File: config.mk
export PLATFORM = sky130hd
export DESIGN_NAME = ahb_uart_loader
export DESIGN_NICKNAME = d
export VERILOG_FILES = /design/src/rtl/loader_pkg.sv /design/src/rtl/byte_packer.sv /design/src/rtl/ahb_uart_loader.sv
export SDC_FILE = /design/constraint.sdc
export NUM_CORES = 1
export LEC_CHECK = 0
export BUFFER_PORTS_ARGS = -buffer_cell sky130_fd_sc_hd__buf_2
export CORE_MARGIN = 4
export CORE_UTILIZATION = 25
export DETAILED_ROUTE_END_ITERATION = 12
export GPL_TIMING_DRIVEN = 0
export REMOVE_ABC_BUFFERS = 1
export SETUP_SLACK_MARGIN = 0.3
export SLEW_MARGIN = 15
export SYNTH_ARGS = -nofsm -noshare
export SYNTH_HDL_FRONTEND = slang
export SYNTH_SLANG_ARGS = --single-unit
export TNS_END_PERCENT = 1
File: constraint.sdc
create_clock -name sys_clk -period 11.8 [get_ports sys_clk]
set_clock_uncertainty 0.1 [all_clocks]
set_input_delay 1.77 -clock sys_clk [delete_from_list [all_inputs] [get_ports sys_clk]]
set_output_delay 1.77 -clock sys_clk [all_outputs]
set_load 0.05 [all_outputs]
File: src/rtl/loader_pkg.sv
// rtl/loader_pkg.sv - shared states and AHB-Lite encodings for the UART image loader
package loader_pkg;

  typedef enum logic [2:0] {
    ST_HDR,
    ST_DATA,
    ST_ADDR,
    ST_WDATA,
    ST_DONE,
    ST_ERR
  } state_t;

  localparam logic [1:0] HTRANS_IDLE     = 2'b00;
  localparam logic [1:0] HTRANS_NONSEQ   = 2'b10;
  localparam logic [2:0] HSIZE_WORD      = 3'b010;
  localparam logic [2:0] HBURST_SINGLE   = 3'b000;
  localparam logic [3:0] HPROT_DATA_PRIV = 4'b0011;

endpackage

File: src/rtl/byte_packer.sv
// rtl/byte_packer.sv - packs four accepted bytes into a little-endian 32-bit word
module byte_packer (
  input  logic        clk,
  input  logic        rst,
  input  logic        clear,
  input  logic        accept,
  input  logic [7:0]  data,
  output logic [31:0] word,
  output logic        word_valid
);

  logic [1:0]  cnt_q;
  logic [23:0] shift_q;

  // The fourth byte completes the word combinationally so the caller can
  // capture it on the same edge the byte is accepted.
  assign word       = {data, shift_q};
  assign word_valid = accept && (cnt_q == 2'd3);

  // Byte counter wraps naturally on the fourth byte; older bytes shift down.
  always_ff @(posedge clk or posedge rst) begin
    if (rst) begin
      cnt_q   <= 2'd0;
      shift_q <= 24'd0;
    end else if (clear) begin
      cnt_q   <= 2'd0;
      shift_q <= 24'd0;
    end else if (accept) begin
      cnt_q   <= cnt_q + 2'd1;
      shift_q <= {data, shift_q[23:8]};
    end
  end

endmodule

File: src/rtl/ahb_uart_loader.sv
// rtl/ahb_uart_loader.sv - boot loader writing a UART byte image to memory over AHB-Lite
module ahb_uart_loader #(
  parameter logic [31:0] BASE_ADDR = 32'h0000_0000,
  parameter int          AWIDTH    = 15
) (
  input  logic        sys_clk,
  input  logic        sys_rst,
  input  logic        rx_valid,
  input  logic [7:0]  rx_data,
  output logic        rx_ready,
  output logic [31:0] haddr,
  output logic [1:0]  htrans,
  output logic        hwrite,
  output logic [2:0]  hsize,
  output logic [2:0]  hburst,
  output logic [3:0]  hprot,
  output logic [31:0] hwdata,
  input  logic        hready,
  input  logic        hresp,
  output logic        cpu_rst_hold,
  output logic        load_done,
  output logic        load_err
);
  import loader_pkg::*;

  localparam logic [31:0] MAX_WORDS = 32'(2 ** (AWIDTH - 2));

  state_t      state_q, state_d;
  logic [31:0] count_q;
  logic [31:0] index_q;
  logic [31:0] wdata_q;
  logic [31:0] pk_word;
  logic        pk_valid;
  logic        pk_clear;
  logic        accept;

  assign accept   = rx_valid && rx_ready;
  assign pk_clear = (state_d != state_q) && ((state_d == ST_HDR) || (state_d == ST_DATA));

  byte_packer u_packer (
    .clk        (sys_clk),
    .rst        (sys_rst),
    .clear      (pk_clear),
    .accept     (accept),
    .data       (rx_data),
    .word       (pk_word),
    .word_valid (pk_valid)
  );

  // Outputs are decoded from state and registers only, never from inputs.
  assign rx_ready     = (state_q == ST_HDR) || (state_q == ST_DATA);
  assign htrans       = (state_q == ST_ADDR) ? HTRANS_NONSEQ : HTRANS_IDLE;
  assign hwrite       = (state_q == ST_ADDR);
  assign haddr        = BASE_ADDR + {index_q[29:0], 2'b00};
  assign hwdata       = wdata_q;
  assign hsize        = HSIZE_WORD;
  assign hburst       = HBURST_SINGLE;
  assign hprot        = HPROT_DATA_PRIV;
  assign cpu_rst_hold = (state_q != ST_DONE);
  assign load_done    = (state_q == ST_DONE);
  assign load_err     = (state_q == ST_ERR);

  // State register.
  always_ff @(posedge sys_clk or posedge sys_rst) begin
    if (sys_rst) state_q <= ST_HDR;
    else         state_q <= state_d;
  end

  // Next-state decode: header, byte collection, one bus transfer per word.
  always_comb begin
    state_d = state_q;
    case (state_q)
      ST_HDR: begin
        if (pk_valid) begin
          if (pk_word == 32'd0)           state_d = ST_DONE;
          else if (pk_word > MAX_WORDS)   state_d = ST_ERR;
          else                            state_d = ST_DATA;
        end
      end
      ST_DATA:  if (pk_valid) state_d = ST_ADDR;
      ST_ADDR:  if (hready)   state_d = ST_WDATA;
      ST_WDATA: begin
        if (hready) begin
          if (hresp)                           state_d = ST_ERR;
          else if (index_q + 32'd1 == count_q) state_d = ST_DONE;
          else                                 state_d = ST_DATA;
        end
      end
      default: state_d = state_q;
    endcase
  end

  // Word count, word index and write-data holding registers.
  always_ff @(posedge sys_clk or posedge sys_rst) begin
    if (sys_rst) begin
      count_q <= 32'd0;
      index_q <= 32'd0;
      wdata_q <= 32'd0;
    end else begin
      if (state_q == ST_HDR && pk_valid) begin
        count_q <= pk_word;
        index_q <= 32'd0;
      end
      if (state_q == ST_DATA && pk_valid) wdata_q <= pk_word;
      if (state_q == ST_WDATA && hready && !hresp) index_q <= index_q + 32'd1;
    end
  end

endmodule

==> impl_metrics.json, run 1 <==
{
  "fp.dieH_um": 175,
  "critPathKind": "register to register",
  "netlist_area_um2": 6930,
  "cts_buffer_depth": 2,
  "arrival_ns": 4.62,
  "cts_buffers": 17,
  "worst_ir_drop_vdd_v": 0.000141,
  "nFillCells": 2849,
  "cp-end-kind": "register",
  "antenna_left": 0,
  "synth_area_per_cell_um2": 10.2,
  "max_slew.worst_pin.slew_ns": 0.974,
  "grt_pass1_wl_um": 30100,
  "status": "finished, final reports clean",
  "fin_nets": 721,
  "timing.final.ws_setup_ns": 7.41,
  "drt_first_pass_iters": 5,
  "cp_top_family": "simple AND/OR/NAND/NOR gates",
  "grt_usage": 0.124,
  "maxSlewViolCount": 0,
  "grt_max_degree": 70,
  "wire_per_inst_um": 17.1,
  "post_cts_buffers": 0,
  "dieWidth_um": 175,
  "hold_viol": 0,
  "port_buffers": 80,
  "cp_common_cell": "nand3_1",
  "num_vias": 5229,
  "crit_required_ns": 12.02,
  "antenna_found_initial": 0,
  "leakagePower_uw": 0.00368,
  "die_area_um2": 30500,
  "cap_viol_max_count": 0,
  "post-route-min-period_ns": 4.39,
  "netlist_instances": 677,
  "drtIter0Drc": 475,
  "synthArstFlopShare": 1.00,
  "rows": 60,
  "slew_headroom": 0.346,
  "core-area_um2": 27100,
  "via_per_inst": 4.79,
  "cts-root-buf": "clkbuf_16",
  "mostFrequentLayoutCells": "125 x dfrtp_1, 80 x buf_2, 61 x mux2_2, 54 x o21ai_0, 38 x nand2_1",
  "cpMaxStageDelayCell": "or4_1",
  "final_common_cell": "dfrtp_1",
  "ctsHoldBuffers": 0,
  "crit_path_start_kind": "register",
  "clock_sinks": 125,
  "post_route_cells_drive_above_1_share": 0.273,
  "finalCritPeriodShare": 0.372,
  "insertion_delay_ns": 0.43,
  "path_cells": "ha_1 > nand3_1 > or4_1 > nor4_1 > nand3_1 > a2111oi_2 > nand4_4 > a211oi_1",
  "p_per_area_nw_per_um2": 233,
  "synthToLayoutAreaGrowth_pct": 16.4,
  "seq_area_um2": 3130,
  "gp_congestion": 0.859,
  "pin_count": 94,
  "diodes": 0,
  "min_path_type": "register to register",
  "cts.repair.resized": 0,
  "crit_buf_inv": 0,
  "grt_pass1_vias": 5128,
  "setup_tns_ns": 0,
  "multi_input_area_um2": 3320,
  "yosysWarnings": 0,
  "rsz0062_at_grt": "no",
  "dp_hpwl_um": 13300,
  "synth_edf_count": 0,
  "yosysSeqAreaShare": 0.451,
  "initial_core_util": 0.256,
  "slowest_delay_ns": 0.81,
  "wl_um": 18600,
  "route.detailed.drc": 0,
  "cts_tree": "done",
  "fmax_mhz": 228,
  "path_clk_slew_ns": 0.06,
  "setup_viol": 0,
  "overflow": 0,
  "dp_slack_ns": 7.45,
  "ys_ff_latch": 125,
  "synth_flop_cell": "dfrtp_1",
  "yosysUniqueCellTypes": 62,
  "htreeDepth": 4,
  "worstPathMaxFanout": 28
}
worst paths after layout:
path / startpoint / endpoint / slack [ns] / cells past startpoint
max in group asynchronous: sys_rst / hwdata[19]$_DFFE_PP0P_ / 9.56 / 3
hold / removal: hwdata[31]$_DFFE_PP0P_ / hwdata[31]$_DFFE_PP0P_ / 0.39 / 1
setup / recovery: index_q[0]$_DFFE_PP0P_ / u_packer.shift_q[3]$_DFFE_PP0P_ / 7.41 / 8
min in group asynchronous: sys_rst / index_q[1]$_DFFE_PP0P_ / 1.32 / 2
hold reg to reg: hwdata[31]$_DFFE_PP0P_ / hwdata[31]$_DFFE_PP0P_ / 0.39 / 1
setup reg to reg: index_q[0]$_DFFE_PP0P_ / u_packer.shift_q[3]$_DFFE_PP0P_ / 7.41 / 8
report_power, final:
group          internal [µW]  leakage (µW)  switching (µW)  total [µW]
Sequential               567       0.00165             147         715
Clock                    319      0.000282             186         505
Combinational            260       0.00175             402         662
Total                   1150       0.00368             735        1880
metrics by stage:
step	area, µm²	cells	hold WS (ns)	util	power [µW]
finish	8070	1091	0.394	0.298	1880
detailed placement	7510	1059	0.388	0.277	1380
global route	8070	1091	0.407	0.298	1990
CTS	8070	1091	0.400	0.298	1900
global placement	7320	1049	0.384	0.270	1360
floorplan	6450	597	0.370	-	1190
metal layers:
metal / wire length, µm / track usage
met1: 9210 / 0.179
met3: 788 / 0.0281
met5: 0 / 0
met4: 276 / 0.0344
met2: 8330 / 0.186
layout make-up:
| class | count | area share |
|---|---|---|
| Sequential cell | 125 | 0.388 |
| Inverter | 7 | 0.00388 |
| Timing Repair Buffer | 90 | 0.0702 |
| Clock inverter | 8 | 0.0112 |
| Multi-Input combinational cell | 465 | 0.411 |
| Clock buffer | 24 | 0.0584 |
| Tap cell | 372 | 0.0577 |
worst reg2reg max path, delay by kind of cell, from the launching register on:
family                     cells  cell delay (ns)
and+or+nand+nor                5             2.53
AOI/OAI and AO/OA              2             0.88
DFF                            1             0.48
adders and majority gates      1             0.30
cells by family after synthesis:
group           after synthesis  synth area share
fa+ha+maj                     2           0.00361
flops                       125             0.451
compound gates              141             0.126
other cells                   2           0.00108
xor+xnor                     41            0.0540
buf+inv                      98            0.0794
mux                          88             0.138
simple gates                180             0.147
cell usage after synthesis (all sizes together) (2+ instances only):
cell type  number  share of area
ha              2         0.0036
o31ai          16          0.017
a211oi          9          0.010
o22ai           2         0.0018
xor2           18          0.023
nand2          38          0.021
and3b           2         0.0025
o41ai           4         0.0051
nand3b          4         0.0043
a31oi           4         0.0036
or2             2         0.0018
nor3            9         0.0065
o211ai          2         0.0022
nor2           30          0.016
inv             7         0.0038
mux2           61          0.099
nand2b          3         0.0027
nand3          16          0.012
o311ai          2         0.0025
buf            53          0.055
dfrtp         125           0.45
and4            6         0.0076
conb            2         0.0011
and2            5         0.0045
mux2i          27          0.039
xnor2          22          0.028
nand4          20          0.023
o31a            2         0.0025
a21boi          2         0.0022
clkbuf         38          0.021
a21oi          33          0.024
nor4           19          0.020
nor2b           2         0.0018
and3           10         0.0090
or3             5         0.0045
o21ai          54          0.039
or4             6         0.0065
sequential cells by signal, summed over array words and instances (netlist names):
name              cells
count_q              32
u_packer.cnt_q        2
hwdata               32
index_q              32
u_packer.shift_q     24
state_q               3
(Power assumes the default switching activity.)
==> inputs of run 2 (changes only) <==
- clock period: 11.8 -> 3.6 ns (I/O delays scaled with it)
==> run 2 against run 1 <==
Net effect: cell count up 1.3%; die area stayed put; worst hold slack lost 0.29 ns.
==> impl_metrics.json, run 2 (synthesis results as in run 1) <==
{
  "setup_viol": 0,
  "grt_max_degree": 70,
  "fin_area_um2": 8310,
  "path_cells": "nand4_1 > or4_4 > or4_1 > a22o_1 > nor4_4 > buf_4 > nand4_4 > buf_12 > a211oi_1",
  "dpl_cell_area_um2": 7510,
  "overflow": 0,
  "cts_tree": "done",
  "maxSlewViolCount": 0,
  "leakagePower_uw": 0.00376,
  "via_per_inst": 4.83,
  "arrival_ns": 3.40,
  "mostFrequentLayoutCells": "113 x dfrtp_1, 80 x buf_2, 61 x mux2_2, 54 x o21ai_0, 38 x nand2_1",
  "p_int_uw": 3780,
  "pin_count": 94,
  "antenna_found_initial": 0,
  "gp_congestion": 0.859,
  "crit_required_ns": 3.83,
  "slew_headroom": 0.383,
  "critPathKind": "register to register",
  "synthToLayoutAreaGrowth_pct": 19.9,
  "cts_buffers": 17,
  "core-area_um2": 27100,
  "setup_tns_ns": 0,
  "comb_power_share": 0.358,
  "insertion_delay_ns": 0.42,
  "max_slew.worst_pin.slew_ns": 0.924,
  "seqPwrFrac": 0.376,
  "netSwitchingFraction": 0.393,
  "slowest_delay_ns": 0.64,
  "status": "finished, final reports clean",
  "htreeDepth": 4,
  "rows": 60,
  "antenna_left": 0,
  "rsz0062_at_grt": "no",
  "cpMaxStageDelayCell": "or4_4",
  "nFillCells": 2822,
  "ctsHoldBuffers": 0,
  "finalCritPeriodShare": 0.880,
  "post_route_cells_drive_above_1_share": 0.315,
  "p_clk_frac": 0.266,
  "cts_buffer_depth": 2,
  "dieWidth_um": 175,
  "min_path_type": "primary input to async pin",
  "dp_hpwl_um": 13300,
  "grt_pass1_vias": 5212,
  "route.detailed.drc": 0,
  "port_buffers": 80,
  "fp.dieH_um": 175,
  "wl_um": 19000,
  "final_common_cell": "dfrtp_1",
  "crit_path_start_kind": "register",
  "p_sw_uw": 2450,
  "multi_input_area_um2": 3430,
  "clock_sinks": 125,
  "drtIter0Drc": 457,
  "seq_area_um2": 3140,
  "wire_per_inst_um": 17.2,
  "initial_core_util": 0.256,
  "cap_viol_max_count": 0,
  "diodes": 0,
  "drt_first_pass_iters": 5,
  "fin_nets": 735,
  "num_vias": 5335,
  "p_per_area_nw_per_um2": 749,
  "cts-root-buf": "clkbuf_16",
  "final_core_util": 0.307,
  "cp-end-kind": "register",
  "worst_ir_drop_vdd_v": 0.000455,
  "path_clk_slew_ns": 0.06,
  "worstPathMaxFanout": 14,
  "die_area_um2": 30500,
  "grt_usage": 0.126,
  "fmax_mhz": 316,
  "hold_viol": 0,
  "post-route-min-period_ns": 3.17,
  "total_power_uw": 6220,
  "grt_pass1_wl_um": 30600
}
==> run 2: cell count changes in the layout (fill, tap and decap cells not counted), moves of 2 or more <==
cell     change
nor4_2       +2
nor4_1       -4
nor4_4       +2
nor3_2       +2
dfrtp_1     -12
nor3_1       -2
dfrtp_2     +12
buf_4       +12
==> run 2: worst paths after layout <==
path	startpoint	end	slack (ns)	depth (start not counted)
worst max register to register	index_q[14]$_DFFE_PP0P_	u_packer.shift_q[1]$_DFFE_PP0P_	0.43	9
max in group asynchronous	sys_rst	index_q[9]$_DFFE_PP0P_	2.57	3
worst max-delay path	index_q[14]$_DFFE_PP0P_	u_packer.shift_q[1]$_DFFE_PP0P_	0.43	9
worst min register to register	hwdata[31]$_DFFE_PP0P_	hwdata[31]$_DFFE_PP0P_	0.40	1
worst min-delay path	sys_rst	index_q[2]$_DFFE_PP0P_	0.1	2
min in group sys_clk	rx_data[5]	count_q[29]$_DFFE_PP0P_	0.32	3
==> run 2: layout make-up <==
class | count | area share
inverter | 7 | 0.00376
clock buffer | 24 | 0.0568
timing repair buffer | 103 | 0.0814
multi-input combinational | 466 | 0.413
sequential | 125 | 0.378
tap | 372 | 0.0560
clock inverter | 8 | 0.0108
==> run 2: what timing repair did <==
action | 4_1_cts | 5_1_grt
pin swaps | 5 | 1
resized for setup | 11 | 16
endpoints found under the setup margin | 28 | 28
gates cloned | 1 | 0
hold endpoints to repair | 0 | 0
setup buffers | 4 | 9
==> run 2: critical path: cells and delay by family (launching register included) <==
family,cells,cell delay (ns)
AND/OR/NAND/NOR,5,1.62
flip-flops,1,0.53
AO/OA/AOI/OAI,2,0.46
buffers and inverters,2,0.36
==> run 2: power groups by stage <==
| stage | Sequential [µW] | Clock, µW | Combinational (µW) |
|---|---|---|---|
| 6_report | 2340 | 1660 | 2230 |
| 5_1_grt | 2420 | 1750 | 2410 |
| 4_1_cts | 2350 | 1700 | 2230 |
| 3_5_place_dp | 2370 | 0 | 2170 |
| 3_3_place_gp | 2340 | 0 | 2100 |
| 2_1_floorplan | 2630 | 0 | 1270 |
==> run 2: through the flow <==
step | std cells | hold slack (ns) | setup WS, ns
6_report | 1105 | 0.0995 | 0.431
4_1_cts | 1096 | 0.113 | 0.314
3_3_place_gp | 1049 | 0.384 | -5.98
3_5_place_dp | 1059 | 0.388 | -0.649
5_1_grt | 1105 | 0.145 | 0.301
2_1_floorplan | 597 | 0.370 | -3.41
==> run 2: layer usage <==
metal	up-vias	routed length, µm	part of all wire	GRT usage
met5	-	0	0	0
met4	0	311	0.016	0.0393
met3	17	832	0.044	0.0241
met2	150	8610	0.45	0.191
met1	2656	9230	0.49	0.182
li1	2512	-	-	-
==> inputs of run 3 (changes only) <==
- CELL_PAD_IN_SITES_DETAIL_PLACEMENT: not set -> 0
- CELL_PAD_IN_SITES_GLOBAL_PLACEMENT: not set -> 1
- PLACE_DENSITY_LB_ADDON: not set -> 0.1
==> run 3 against run 2 <==
Net effect: cell count rose by 0.18%; critical path depth up 1; maximum frequency down 1.6%; via count shrank 0.79%; critical path type unchanged; critical endpoint is now u_packer.cnt_q[1]$_DFFE_PP0P_; combinational power is essentially flat; clock-buffer cell count is the same; die area stayed put; sequential share of layout area is 0.39 points lower; flip-flop and latch count unchanged.
==> impl_metrics.json, run 3 (synthesis results as in run 1) <==
{
  "status": "finished, final reports clean",
  "hold_viol": 0,
  "rows": 60,
  "p_per_area_nw_per_um2": 766,
  "overflow": 0,
  "grt_pass1_wl_um": 33400,
  "final_common_cell": "dfrtp_1",
  "grt_max_degree": 100,
  "setup_tns_ns": 0,
  "slew_headroom": 0.502,
  "rsz0062_at_grt": "yes",
  "htreeDepth": 4,
  "critPathKind": "register to register",
  "max_slew.worst_pin.slew_ns": 0.745,
  "crit_required_ns": 3.82,
  "critPathCapture": "u_packer.cnt_q[1]$_DFFE_PP0P_",
  "wl_um": 20900,
  "grt_use_met3": 0.0287,
  "r2r_slack_ns": 0.38,
  "p_int_uw": 3890,
  "worstHoldStart": "rx_data[3]",
  "slowest_delay_ns": 0.64,
  "drtIter0Drc": 309,
  "via_per_inst": 4.78,
  "setup_viol": 0,
  "worstPathMaxFanout": 14,
  "cp-end-kind": "register",
  "grt_pass1_vias": 5482,
  "netSwitchingFraction": 0.396,
  "synthToLayoutAreaGrowth_pct": 21.2,
  "leakagePower_uw": 0.00379,
  "path_cells": "ha_4 > nand3_4 > or4_4 > or4_1 > a22o_1 > nor4_4 > buf_6 > nand4_4 > buf_12 > a211oi_1",
  "die_area_um2": 30500,
  "crit_path_start_kind": "register",
  "hold_ws_ns": 0.312,
  "antenna_found_initial": 0,
  "antenna_left": 0,
  "fp.dieH_um": 175,
  "path_clk_slew_ns": 0.06,
  "diodes": 0,
  "num_vias": 5293,
  "finalCritPeriodShare": 0.894,
  "port_buffers": 80,
  "wire_per_inst_um": 18.9,
  "route.detailed.drc": 0,
  "cpMaxStageDelayCell": "or4_4",
  "post_route_cells_drive_above_1_share": 0.321,
  "initial_core_util": 0.256,
  "core-area_um2": 27100,
  "ff2ff_path_depth": 10,
  "worst_ir_drop_vdd_v": 0.000383,
  "top_usage_layer": "met2",
  "dieWidth_um": 175,
  "seqPwrFrac": 0.370,
  "reg2reg_to": "u_packer.cnt_q[1]$_DFFE_PP0P_",
  "comb_power_share": 0.348,
  "insertion_delay_ns": 0.42,
  "p_clk_frac": 0.282,
  "met2_usage": 0.218,
  "dp_hpwl_um": 14700,
  "fmax_mhz": 311,
  "final_core_util": 0.310,
  "gp_congestion": 0.785,
  "mostFrequentLayoutCells": "111 x dfrtp_1, 80 x buf_2, 61 x mux2_2, 54 x o21ai_0, 38 x nand2_1",
  "post-route-min-period_ns": 3.22,
  "clock_sinks": 125,
  "cts-root-buf": "clkbuf_16",
  "drt_first_pass_iters": 4,
  "cap_viol_max_count": 0,
  "p_sw_uw": 2550,
  "pin_count": 94,
  "r2r-start": "index_q[0]$_DFFE_PP0P_",
  "cp-startpoint": "index_q[0]$_DFFE_PP0P_",
  "maxSlewViolCount": 0,
  "grt_usage": 0.139,
  "cts_buffer_depth": 2,
  "fin_area_um2": 8410,
  "cts_buffers": 17,
  "arrival_ns": 3.44,
  "grt_use_met1": 0.197,
  "fin_nets": 737,
  "dpl_cell_area_um2": 7510,
  "cts_tree": "done",
  "min_path_type": "primary input to register"
}
run 3: cell count changes in the layout (fill, tap and decap cells not counted), moves of 2 or more:
cell | previous run | this run
dfrtp_2 | 12 | 14
clkinv_4 | 0 | 2
buf_4 | 16 | 13
buf_6 | 1 | 5
dfrtp_1 | 113 | 111
clkinv_2 | 6 | 1
buf_12 | 1 | 4
buf_16 | 4 | 2
run 3: critical path: cells and delay by family, from the launching register on:
family	cells	cell delay [ns]
compound gates	2	0.48
simple gates	5	1.54
fa+ha+maj	1	0.19
buf+inv	2	0.34
flops	1	0.44
run 3: stage by stage:
step                total power, µW  setup WS (ns)  std cells
CTS                            6510          0.305       1098
detailed placement             4610         -0.848       1060
global placement               4520          -6.41       1049
floorplan                      3890          -3.41        597
finish                         6440          0.380       1107
global route                   6810          0.259       1107
run 3: final cells by class:
class,instances,area [µm²]
fillers,2808,18700
multi-input cells,466,3450
flip-flops and latches,125,3150
repair buffers,105,699
clock buffers,24,482
well taps,372,465
clock inverters,8,130
inverters,7,33.8
run 3: power groups by stage:
stage / clock network, µW / logic (µW) / registers, µW
2_1_floorplan: 0 / 1270 / 2630
3_3_place_gp: 0 / 2130 / 2390
3_5_place_dp: 0 / 2190 / 2420
4_1_cts: 1870 / 2250 / 2390
5_1_grt: 1920 / 2430 / 2460
6_report: 1820 / 2240 / 2380
run 3: metal layers:
layer  up-vias  routed length (µm)
met5         -                   0
met4         0                 207
met3        14                 688
met2       100                9570
met1      2663               10500
li1       2516                   -
run 3: worst min path at each step:
stage               cells past startpoint  slack, ns                      end
floorplan                               1       0.37  index_q[31]$_DFFE_PP0P_
global placement                        1       0.39   hwdata[27]$_DFFE_PP0P_
detailed placement                      1       0.39   hwdata[31]$_DFFE_PP0P_
CTS                                     2       0.30   hwdata[27]$_DFFE_PP0P_
global route                            2       0.31   hwdata[27]$_DFFE_PP0P_
finish                                  2       0.31   hwdata[27]$_DFFE_PP0P_
run 3: timing repair:
| action | 4_1_cts | 5_1_grt |
|---|---|---|
| cloned | 1 | 0 |
| hold endpoints to repair | 26 | 0 |
| hold buffers | 1 | 0 |
| setup buffers | 4 | 9 |
| resized for setup | 17 | 15 |
| setup endpoints to repair | 28 | 28 |
| pin swaps | 5 | 1 |
